[src/rtl/rsa_arith_pkg.sv]
// rsa_arith_pkg -- arithmetic types and constants shared by the RSA datapath
// blocks: the nonrestoring divider and the shift-add multiply-accumulator.
//   RSA_WIDTH    : default operand width of the datapath
//   mac_state_t  : control states of seq_shift_add_mac
package rsa_arith_pkg;

  localparam int RSA_WIDTH = 32;

  typedef enum logic [1:0] {
    IDLE = 2'd0,
    RUN  = 2'd1,
    DONE = 2'd2
  } mac_state_t;

endpackage

[src/rtl/seq_shift_add_mac_if.sv]
// seq_shift_add_mac_if -- request/result bundle of the shift-add MAC.
//   start          : request, honoured only while the engine is idle or done
//   A_in/B_in/C_in : multiplicand, multiplier, addend (WIDTH bits each)
//   busy           : engine is stepping
//   done           : one-cycle pulse, P_out/fits_w valid
//   P_out          : A*B+C (2*WIDTH bits), held until the next result
//   fits_w         : upper half of P_out is zero
// master = requester, slave = engine.
interface seq_shift_add_mac_if
  import rsa_arith_pkg::*;
#(
  parameter int WIDTH = RSA_WIDTH
);
  logic                 start;
  logic [WIDTH-1:0]     A_in;
  logic [WIDTH-1:0]     B_in;
  logic [WIDTH-1:0]     C_in;
  logic                 busy;
  logic                 done;
  logic [2*WIDTH-1:0]   P_out;
  logic                 fits_w;

  modport master (
    output start, A_in, B_in, C_in,
    input  busy, done, P_out, fits_w
  );

  modport slave (
    input  start, A_in, B_in, C_in,
    output busy, done, P_out, fits_w
  );
endinterface

[src/rtl/seq_shift_add_mac.sv]
// seq_shift_add_mac -- sequential shift-add multiply-accumulator, P = A*B + C.
// Rebuilds a dividend from the divider's quotient/divisor/remainder and serves
// as the modular-product primitive of the RSA decrypt path.
// Fixed latency: WIDTH RUN steps, then one DONE cycle; a start seen in DONE
// re-enters RUN directly, so throughput is one result per WIDTH+1 cycles.
//   clk   : rising-edge clock
//   rst_n : synchronous active-low reset
//   bus   : request/result bundle (slave side)
module seq_shift_add_mac
  import rsa_arith_pkg::*;
#(
  parameter int WIDTH = RSA_WIDTH,
  parameter int CNT_W = $clog2(WIDTH+1)
) (
  input  logic               clk,
  input  logic               rst_n,
  seq_shift_add_mac_if.slave bus
);

  localparam logic [CNT_W-1:0] LAST_STEP = CNT_W'(WIDTH-1);

  mac_state_t           state, state_nxt;
  logic                 load;
  logic [2*WIDTH-1:0]   acc, mcand, acc_step;
  logic [WIDTH-1:0]     mplier;
  logic [CNT_W-1:0]     count;
  logic [2*WIDTH-1:0]   p_out;
  logic                 fits_w;

  // One step's accumulation; also what P_out captures on the final step, so
  // the result already includes the last partial product when done rises.
  assign acc_step = acc + (mplier[0] ? mcand : '0);

  always_ff @(posedge clk) begin
    if (!rst_n) state <= IDLE;
    else        state <= state_nxt;
  end

  always_comb begin
    state_nxt = state;
    load      = 1'b0;
    case (state)
      IDLE: if (bus.start) begin
        load      = 1'b1;
        state_nxt = RUN;
      end
      RUN:  if (count == LAST_STEP) state_nxt = DONE;
      DONE: begin
        if (bus.start) begin
          load      = 1'b1;
          state_nxt = RUN;
        end else begin
          state_nxt = IDLE;
        end
      end
      default: state_nxt = IDLE;
    endcase
  end

  always_ff @(posedge clk) begin
    if (!rst_n) begin
      acc    <= '0;
      mcand  <= '0;
      mplier <= '0;
      count  <= '0;
      p_out  <= '0;
      fits_w <= 1'b1;
    end else if (load) begin
      acc    <= {{WIDTH{1'b0}}, bus.C_in};
      mcand  <= {{WIDTH{1'b0}}, bus.A_in};
      mplier <= bus.B_in;
      count  <= '0;
    end else if (state == RUN) begin
      acc    <= acc_step;
      mcand  <= mcand << 1;
      mplier <= mplier >> 1;
      count  <= count + 1'b1;
      if (count == LAST_STEP) begin
        p_out  <= acc_step;
        fits_w <= (acc_step[2*WIDTH-1:WIDTH] == '0);
      end
    end
  end

  assign bus.busy   = (state == RUN);
  assign bus.done   = (state == DONE);
  assign bus.P_out  = p_out;
  assign bus.fits_w = fits_w;

endmodule
[src/flat_wrapper.sv]
// flat-port wrapper written by rule: the top's interface ports become plain ports
module seq_shift_add_mac_flat import rsa_arith_pkg::*;
#(
  parameter int WIDTH = RSA_WIDTH,
  parameter int CNT_W = $clog2(WIDTH+1)
)
  (clk, rst_n, bus_start, bus_A_in, bus_B_in, bus_C_in, bus_busy, bus_done, bus_P_out, bus_fits_w);
  seq_shift_add_mac_if #(.WIDTH(WIDTH)) bus_i ();
  input  logic clk;
  input  logic rst_n;
  input wire logic [$bits(bus_i.start)-1:0] bus_start;
  input wire logic [$bits(bus_i.A_in)-1:0] bus_A_in;
  input wire logic [$bits(bus_i.B_in)-1:0] bus_B_in;
  input wire logic [$bits(bus_i.C_in)-1:0] bus_C_in;
  output wire logic [$bits(bus_i.busy)-1:0] bus_busy;
  output wire logic [$bits(bus_i.done)-1:0] bus_done;
  output wire logic [$bits(bus_i.P_out)-1:0] bus_P_out;
  output wire logic [$bits(bus_i.fits_w)-1:0] bus_fits_w;
  assign bus_i.start = bus_start;
  assign bus_i.A_in = bus_A_in;
  assign bus_i.B_in = bus_B_in;
  assign bus_i.C_in = bus_C_in;
  assign bus_busy = bus_i.busy;
  assign bus_done = bus_i.done;
  assign bus_P_out = bus_i.P_out;
  assign bus_fits_w = bus_i.fits_w;
  seq_shift_add_mac #(.WIDTH(WIDTH), .CNT_W(CNT_W)) u_core (.clk(clk), .rst_n(rst_n), .bus(bus_i));
endmodule
[config.mk]
export PLATFORM = sky130hd
export DESIGN_NAME = seq_shift_add_mac_flat
export DESIGN_NICKNAME = d
export VERILOG_FILES = /design/src/rtl/rsa_arith_pkg.sv /design/src/rtl/seq_shift_add_mac_if.sv /design/src/rtl/seq_shift_add_mac.sv /design/src/flat_wrapper.sv
export SDC_FILE = /design/constraint.sdc
export NUM_CORES = 1
export LEC_CHECK = 0
export ABC_CLOCK_PERIOD_IN_PS = 4700
export BUFFER_PORTS_ARGS = -buffer_cell sky130_fd_sc_hd__buf_2
export CORE_ASPECT_RATIO = 2
export CORE_MARGIN = 5
export CORE_UTILIZATION = 30
export CTS_CLUSTER_DIAMETER = 30
export DETAILED_ROUTE_END_ITERATION = 8
export PLACE_DENSITY_LB_ADDON = 0.05
export RECOVER_POWER = 25
export SYNTH_ARGS = -nofsm -noshare
export SYNTH_HDL_FRONTEND = slang
export SYNTH_SLANG_ARGS = --single-unit
[constraint.sdc]
create_clock -name clk -period 4.7 [get_ports clk]
set_input_delay 0.47 -clock clk [delete_from_list [all_inputs] [get_ports clk]]
set_output_delay 0.47 -clock clk [all_outputs]
set_load 0.01 [all_outputs]
# Word level (Yosys, flattened, before mapping)
# Cells that the tools add are included.
[totals]
register_bits = 233
in_bits = 99
word_cells = 38
[classes]
add_sub_neg = 2
eq_ne = 5
muxes = 13
bitwise = 2
reduce_logical = 7
[ops]
columns = ["cell", "count"]
rows = [
  ["$mux W32", 6],
  ["$add A64 B64 Y64", 1],
  ["$mux W64", 1],
  ["$logic_not A32 Y1", 1],
  ["$add A6 B1 Y6 const B", 1],
  ["$eq A6 B5 Y1 const B", 1],
  ["$pmux W2 S3", 1],
  ["$mux W2", 2],
  ["$reduce_or A2 Y1", 2],
  ["$mux W1", 3],
  ["$reduce_and A3 Y1", 1],
  ["$eq A2 B1 Y1 const B", 1],
  ["$eq A2 B2 Y1 const B", 1],
  ["$logic_not A2 Y1", 1],
  ["$ne A2 B1 Y1 const B", 1],
  ["$ne A2 B2 Y1 const B", 1],
  ["$not A1 Y1", 2],
  ["$reduce_and A2 Y1", 1],
  ["$reduce_bool A2 Y1", 1],
]

# Logic depth before layout (Yosys ltp)
# Gate-level depths: netlist (run 1).
[depth]
ltp_word = 5
depth_mapped = 17
ltp_nobuf = 15

# Worst setup path before layout (run 1)
# Ideal clock, no wire load.
[synth_path]
path_type = "flip-flop to flip-flop"
startpoint = "register u_core.mplier[0]"
endpoint = "register u_core.fits_w (netlist: u_core.bus.fits_w)"
setup_ps = 96
arrival_time_ps = 4040
path_slack_ps = 565
path_stages_with_launch = 17
n_path_buf = 3
period_less_slack_ps = 4135
path_cell_list = "dfxtp_1 > clkbuf_1 > clkbuf_1 > and2_1 > ha_1 > buf_2 > nand2_1 > or3_1 > or4_4 > a2111o_1 > a311oi_1 > a311oi_1 > or4b_1 > a2111oi_2 > and4b_1 > nand4_1 > o41ai_2"
[synth_via]
elab_chain_len = 3
[synth_rtl]
columns = ["item", "line_no", "rtl"]
rows = [
  ["start, declared", "seq_shift_add_mac.sv:25", "logic [WIDTH-1:0] mplier;"],
  ["start signal, assigned", "seq_shift_add_mac.sv:71", "mplier <= bus.B_in;"],
  ["start signal, assigned", "seq_shift_add_mac.sv:76", "mplier <= mplier >> 1;"],
  ["$mux W64", "seq_shift_add_mac.sv:32", "assign acc_step = acc + (mplier[0] ? mcand : '0);"],
  ["$add A64 B64 Y64", "seq_shift_add_mac.sv:32", ""],
  ["$logic_not A32 Y1", "seq_shift_add_mac.sv:80", "fits_w <= (acc_step[2*WIDTH-1:WIDTH] == '0);"],
  ["end signal, assigned", "seq_shift_add_mac.sv:80", ""],
  ["end, declared", "seq_shift_add_mac.sv:28", "logic fits_w;"],
]
# Every way passes these cells.
# A chain may end at the register's enable or synchronous reset.

# Worst setup path in the final report (run 1)
# Ends and elaborated chain as after synthesis.

==> results.tsv, run 1 <==
stage	metric	value	unit
synth	synthFlopType	dfxtp_1	
hold_path	hp-class	in -> reg	
status	status	finished, violations left	
die	core_area	0.0435	sq mm
sta	rsz0062_at_grt	no	
worst_setup_path	slowest_stage	or4b_1	
synth	netlist-cell-type-count	62	
worst_setup_path	cp.required	5.15	ns
die	die_area	0.0485	sq mm
die	ios	166	
placement	port_buffers	165	
worst_setup_path	path_max_fanout	43	
sta	fin_crit_sh	0.957	
synth	avgSynthCellArea	7.72	sq um
cts	cts.clk_slew.worst_paths	0.05	ns
detailed_routing	drtPass1Iterations	5	
worst_setup_path	max_stage_delay	0.51	ns
power_and_ir_drop	power_density	364	mW/mm^2
grt	track_usage	0.204	
power_and_ir_drop	pwr-share-comb	0.080	
sta	relSlewSlack	-0.451	
die	dieHeight	307	microns
detailed_routing	drt_iter0_drc	555	
die	die_w	158	microns
final_layout	area_growth_syn_to_layout	22.5	%
die	fp-row-count	108	
synth	async_reset_ff_frac	0	
sta	finalSetupViolCount	0	
detailed_routing	wl_per_cell	20.6	microns
synth	synthCells	1708	
grt	antenna_found_initial	4	
power_and_ir_drop	clockPowerShare	0.565	
final_layout	nets	2017	
sta	fmax	222	MHz
sta	layout_min_cycle_time	4.50	ns
cts	cts_setup_buffers	0	
cts	cts_tree	built	
detailed_routing	vias_per_cell	5.20	
sta	slew_violations	97	
detailed_routing	route.vias.total	12678	
power_and_ir_drop	power.share.sequential	0.355	
cts	clock_path_buffers	3	
detailed_routing	antenna_left	0	
worst_setup_path	worstSetupStartpointType	register	
placement	place_hpwl	38200	microns
cts	htreeDepth	2	
worst_setup_path	cp.arrival	4.94	ns
grt	grt_pass1_wl	76400	microns
sta	holdWs	0.207	ns
detailed_routing	routed_wl	50300	microns
grt	grt-ovfl-total	0	
placement	place_congestion	0.901	
detailed_routing	drc_errors	0	
power_and_ir_drop	p_leak	0.00610	uW
worst_setup_path	worstPathCellList	buf_12 > and2_1 > ha_1 > nand4_1 > or3_1 > or4_4 > a2111o_1 > a311oi_1 > a311oi_1 > or4b_1 > a2111oi_2 > and4b_2 > nand4_1 > o41ai_2	
die	initial_core_util	0.303	
run	maxCapViolations	2	
synth	ys_seq_elements	233	
power_and_ir_drop	swShare	0.255	
sta	fin_skew	0.0267	ns
sta	fin_tns_setup	0	ns
synth	synth_edf_count	0	
final_layout	layout-drive-gt1-share	0.130	
cts	clock_sinks	233	
power_and_ir_drop	p_switching	1500	uW
grt	grt_max_degree	97	
synth	seq_area_frac_synth	0.354	
power_and_ir_drop	p_total	5890	uW
worst_setup_path	cp-end-kind	register	
cts	postCtsHoldBufs	0	
power_and_ir_drop	ir_worst_vdd	249	uV
synth	ys_warn_count	0	
worst_setup_path	critPathKind	reg -> reg	
cts	clockRootBuffer	clkbuf_16	
cts	clock_latency	0.55	ns
power_and_ir_drop	p_int	4390	uW
synth	synthesis.nets	1872	
cts	cts_buffers	44	
grt	grt_pass1_vias	13214	
sta	worstMarginPinSlew	2.17	ns
status	violations	max-capacitance violations, max-slew violations	
synth	syn_area	0.0132	sq mm
sta	hold_viol_final	0	
[cells in the mapped netlist, drive strengths merged, types with 23 or more instances]
cell type / instances / area [sq um]
clkbuf: 95 / 357
o21ai: 58 / 290
ha: 64 / 801
a22oi: 96 / 721
a21boi: 152 / 1140
nand4: 26 / 163
a21oi: 157 / 786
and2: 71 / 444
dfxtp: 233 / 4660
nor2: 72 / 270
xnor2: 38 / 333
nand2: 404 / 1520
xor2: 23 / 201
[layer usage]
metal / up-vias / track usage / share of wire
met5: - / 0 / 0.00054
met4: 4 / 0.110 / 0.061
met1: 5990 / 0.190 / 0.34
met3: 116 / 0.0346 / 0.036
li1: 6315 / - / -
met2: 253 / 0.404 / 0.57
[critical path, delay by kind of cell (launching register included)]
kind | cells | cell delay [ns]
AOI/OAI and AO/OA | 5 | 1.34
and+or+nand+nor | 7 | 2.20
buffers and inverters | 1 | 0.17
DFF | 1 | 0.34
adders and majority gates | 1 | 0.33
[stage by stage]
step | cell area [sq um] | worst slack (ns) | std cells | util
after floorplan | 13200 | 0.565 | 1708 | -
after global placement | 14700 | 0.0263 | 2357 | 0.337
after detailed placement | 14700 | 0.0639 | 2357 | 0.337
after CTS | 16200 | 0.0484 | 2437 | 0.373
after global routing | 16200 | 0.0184 | 2437 | 0.371
final | 16200 | 0.201 | 2439 | 0.371
[area by class of cell]
class                           instances  area, sq um
Clock inverter                         26          345
Sequential cell                       233         4670
Tap cell                              550          688
Inverter                               20         77.6
Clock buffer                           54         1210
Antenna cell                            2         5.00
Timing Repair Buffer                  213         1120
Multi-Input combinational cell       1341         8050
Fill cell                            4719        27400
[cells by family after synthesis]
family / share of synthesized area
simple gates: 0.213
compound gates: 0.291
flops: 0.354
buf+inv: 0.0388
fa+ha+maj: 0.0622
xor+xnor: 0.0405
[timing repair]
action                                  CTS  global route
gates cloned                              0             0
endpoints found under the setup margin    1             2
gates resized for setup                   1             6
[power by group through the flow]
stage / Combinational [uW] / Clock (uW) / Sequential, uW
floorplan: 305 / 0 / 2110
global placement: 478 / 0 / 2130
detailed placement: 478 / 0 / 2130
CTS: 480 / 3420 / 2090
global route: 521 / 3500 / 2100
finish: 468 / 3330 / 2090
[flip-flops by register name (all words and copies together), names as in the netlist]
signal,flops
u_core.acc,64
u_core.bus.P_out,64
u_core.bus.fits_w,1
u_core.count,6
u_core.mcand,64
u_core.mplier,32
u_core.state,2
[placed cells by master, fill, tap and decap left out, types with 6 or more instances in the layout]
cell type	count
a21oi_1	157
or3_1	8
o31ai_1	6
a31oi_1	9
bufinv_16	6
nor2_1	71
buf_2	98
nor3_1	19
a21o_1	22
and2_1	71
o21a_1	9
xor2_1	23
inv_6	6
nand3_1	6
clkbuf_16	46
o21bai_1	15
inv_1	19
nor2b_1	8
buf_4	48
a211oi_1	15
o21ai_0	49
xnor2_1	38
nand2_1	403
nand4_1	26
o21ai_1	9
dfxtp_1	232
a21boi_0	149
a22oi_1	96
ha_1	64
clkbuf_1	71
[worst paths after layout]
kind              cells past startpoint  slack [ns]              from                 to
setup / recovery                     14        0.20  u_core.mplier[0]  u_core.bus.fits_w
setup reg to reg                     14        0.20  u_core.mplier[0]  u_core.bus.fits_w
hold / removal                        3        0.21      bus_B_in[31]  u_core.mplier[31]
hold reg to reg                       2        0.46    u_core.acc[48]     u_core.acc[48]
(Power assumes the default switching activity.)
==> inputs of run 2 (changes only) <==
--- a/config.mk
+++ b/config.mk
@@ -9,10 +9,10 @@
 export BUFFER_PORTS_ARGS = -buffer_cell sky130_fd_sc_hd__buf_2
 export CORE_ASPECT_RATIO = 2
 export CORE_MARGIN = 5
-export CORE_UTILIZATION = 30
+export CORE_UTILIZATION = 59
 export CTS_CLUSTER_DIAMETER = 30
 export DETAILED_ROUTE_END_ITERATION = 8
-export PLACE_DENSITY_LB_ADDON = 0.05
+export PLACE_DENSITY = 0.81
 export RECOVER_POWER = 25
 export SYNTH_ARGS = -nofsm -noshare
 export SYNTH_HDL_FRONTEND = slang
==> run 2 against run 1 <==
The flow still finishes with violations (max-capacitance violations, max-slew violations). Critical path type unchanged. Hold slack worse by 0.015 ns. Critical endpoint unchanged. Setup slack worse by 0.0059 ns. Register-to-register slack hardly changed. Largest cell class unchanged. Core utilization is 31 points higher.
==> results.tsv, run 2 (same netlist as run 1, synthesis figures left out) <==
stage	metric	value	unit	change
status	status	finished, violations left		unchanged
status	violations	max-capacitance violations, max-slew violations		unchanged
worst_setup_path	cp.required	5.16	ns	was 5.15 ns
sta	fmax	222	MHz	about the same
die	dieHeight	221	microns	was 307 microns
final_layout	nets	1989		was 2017
final_layout	layout_commonest_cell	nand2_1		unchanged
die	fp-row-count	77		was 108
sta	relSlewSlack	-1.48		was -0.451
sta	worstMarginPinSlew	3.72	ns	was 2.17 ns
detailed_routing	wl_per_cell	20.3	microns	was 20.6 microns
run	maxCapViolations	2		unchanged
grt	grt_max_degree	103		was 97
cts	cts_tree	built		unchanged
grt	grt-ovfl-total	0		unchanged
grt	antenna_found_initial	1		was 4
grt	grt_pass1_wl	66500	microns	was 76400 microns
power_and_ir_drop	p_total	4720	uW	was 5890 uW
sta	holdWs	0.193	ns	was 0.207 ns
sta	slew_violations	138		was 97
worst_setup_path	critPathKind	reg -> reg		unchanged
cts	postCtsHoldBufs	0		unchanged
worst_setup_path	path_max_fanout	3		was 43
sta	fin_tns_setup	0	ns	unchanged
die	core_area	0.0221	sq mm	was 0.0435 sq mm
sta	fin_skew	0.0208	ns	was 0.0267 ns
detailed_routing	top_layer	met4		was met5
cts	clock_sinks	233		unchanged
placement	place_hpwl	32500	microns	was 38200 microns
detailed_routing	drtPass1Iterations	5		unchanged
final_layout	nFillCells	1952		was 4719
worst_setup_path	worstSetupStartpointType	register		unchanged
cts	htreeDepth	1		was 2
placement	port_buffers	165		unchanged
power_and_ir_drop	power_density	313	mW/mm^2	was 364 mW/mm^2
grt	grt_pass1_vias	13069		was 13214
sta	fin_crit_sh	0.958		was 0.957
worst_setup_path	regToRegSetupSlack	0.20	ns	about the same
detailed_routing	drc_errors	0		unchanged
hold_path	hp-class	in -> reg		unchanged
placement	place_congestion	1.01		was 0.901
detailed_routing	route.vias.total	12895		was 12678
sta	layout_min_cycle_time	4.50	ns	about the same
die	die_area	0.0256	sq mm	was 0.0485 sq mm
grt	track_usage	0.328		was 0.204
die	die_w	116	microns	was 158 microns
detailed_routing	vias_per_cell	6.07		was 5.20
sta	finalSetupViolCount	0		unchanged
sta	hold_viol_final	0		unchanged
final_layout	final_cell_mix	nand2_1, dfxtp_1, a21oi_1		unchanged
power_and_ir_drop	p_leak	0.00574	uW	was 0.00610 uW
final_layout	layout-drive-gt1-share	0.109		was 0.130
cts	clockRootBuffer	clkbuf_16		unchanged
detailed_routing	drt-met1-wl	13800	microns	was 16900 microns
worst_setup_path	cp-end-kind	register		unchanged
die	ios	166		unchanged
detailed_routing	wl_met3	1820	microns	was 1790 microns
final_layout	area_growth_syn_to_layout	14.4	%	was 22.5%
sta	rsz0062_at_grt	no		unchanged
cts	clock_path_buffers	3		unchanged
cts	clock_latency	0.55	ns	about the same
detailed_routing	antenna_left	0		unchanged
cts	cts_buffers	28		was 44
die	initial_core_util	0.598		was 0.303
detailed_routing	wl_met2	23800	microns	was 28500 microns
worst_setup_path	cp.arrival	4.97	ns	was 4.94 ns
power_and_ir_drop	ir_worst_vdd	547	uV	was 249 uV
detailed_routing	routed_wl	43200	microns	was 50300 microns
cts	cts.clk_slew.worst_paths	0.06	ns	was 0.05 ns
detailed_routing	drt_iter0_drc	871		was 555
==> run 2: cell types whose count changed in the layout (fill, tap and decap cells not counted), sizes merged <==
cell      change
clkinvlp      -2
buf          -14
clkinv        -2
clkbuf       -19
bufinv        -4
==> run 2: per-layer routing <==
layer,global-route usage,vias to the layer above
li1,-,6248
met1,0.296,6021
met4,0.241,0
met3,0.0388,173
met2,0.635,453
met5,0,-
==> run 2: report_power, final <==
group	switching [uW]	total (uW)	internal [uW]
Sequential	50.4	2090	2040
Clock	904	2170	1260
Combinational	292	460	168
==> run 2: cell type report <==
| cell class | count | area (sq um) | share of cell area |
|---|---|---|---|
| clock inverter | 18 | 205 | 0.0136 |
| tap | 276 | 345 | 0.0229 |
| timing repair buffer | 201 | 1020 | 0.0677 |
| inverter | 20 | 77.6 | 0.00514 |
| clock buffer | 33 | 739 | 0.0490 |
| multi-input combinational | 1341 | 8030 | 0.532 |
| antenna | 2 | 5.00 | 0.000332 |
| sequential | 233 | 4660 | 0.309 |
==> run 2: worst paths after layout <==
kind                                       start           endpoint  depth (start not counted)
worst max-delay path             u_core.mcand[0]  u_core.bus.fits_w                         15
worst min-delay path                 bus_C_in[1]      u_core.acc[1]                          3
worst max register to register   u_core.mcand[0]  u_core.bus.fits_w                         15
worst min register to register  u_core.mcand[63]   u_core.mcand[63]                          2
==> run 2: worst max-delay path, stage by stage, from the launching register on <==
cell and delay [ns]:
dfxtp_1 0.35, and2_1 0.14, ha_1 0.20, inv_1 0.07, fa_1 0.40, nand2b_1 0.21, a211oi_1 0.35, o21ai_1 0.19
a2111oi_1 0.63, nor3_1 0.13, xnor2_1 0.19, or4b_1 0.58, a2111oi_2 0.34, and4b_1 0.27, nand4_1 0.14, o41ai_2 0.22
==> run 2: through the flow <==
step	setup slack (ns)	instance area, sq um	util	cells
final	0.195	15100	0.684	2124
after global placement	0.357	14200	0.645	2071
after CTS	0.153	15200	0.688	2122
after floorplan	0.565	13200	-	1708
after detailed placement	0.197	14200	0.645	2071
after global routing	0.0225	15100	0.684	2123
==> run 2: what timing repair did <==
item,CTS,global route
endpoints found under the hold margin,0,0
setup buffers,0,0
setup endpoints to repair,0,1
resized for setup,0,2
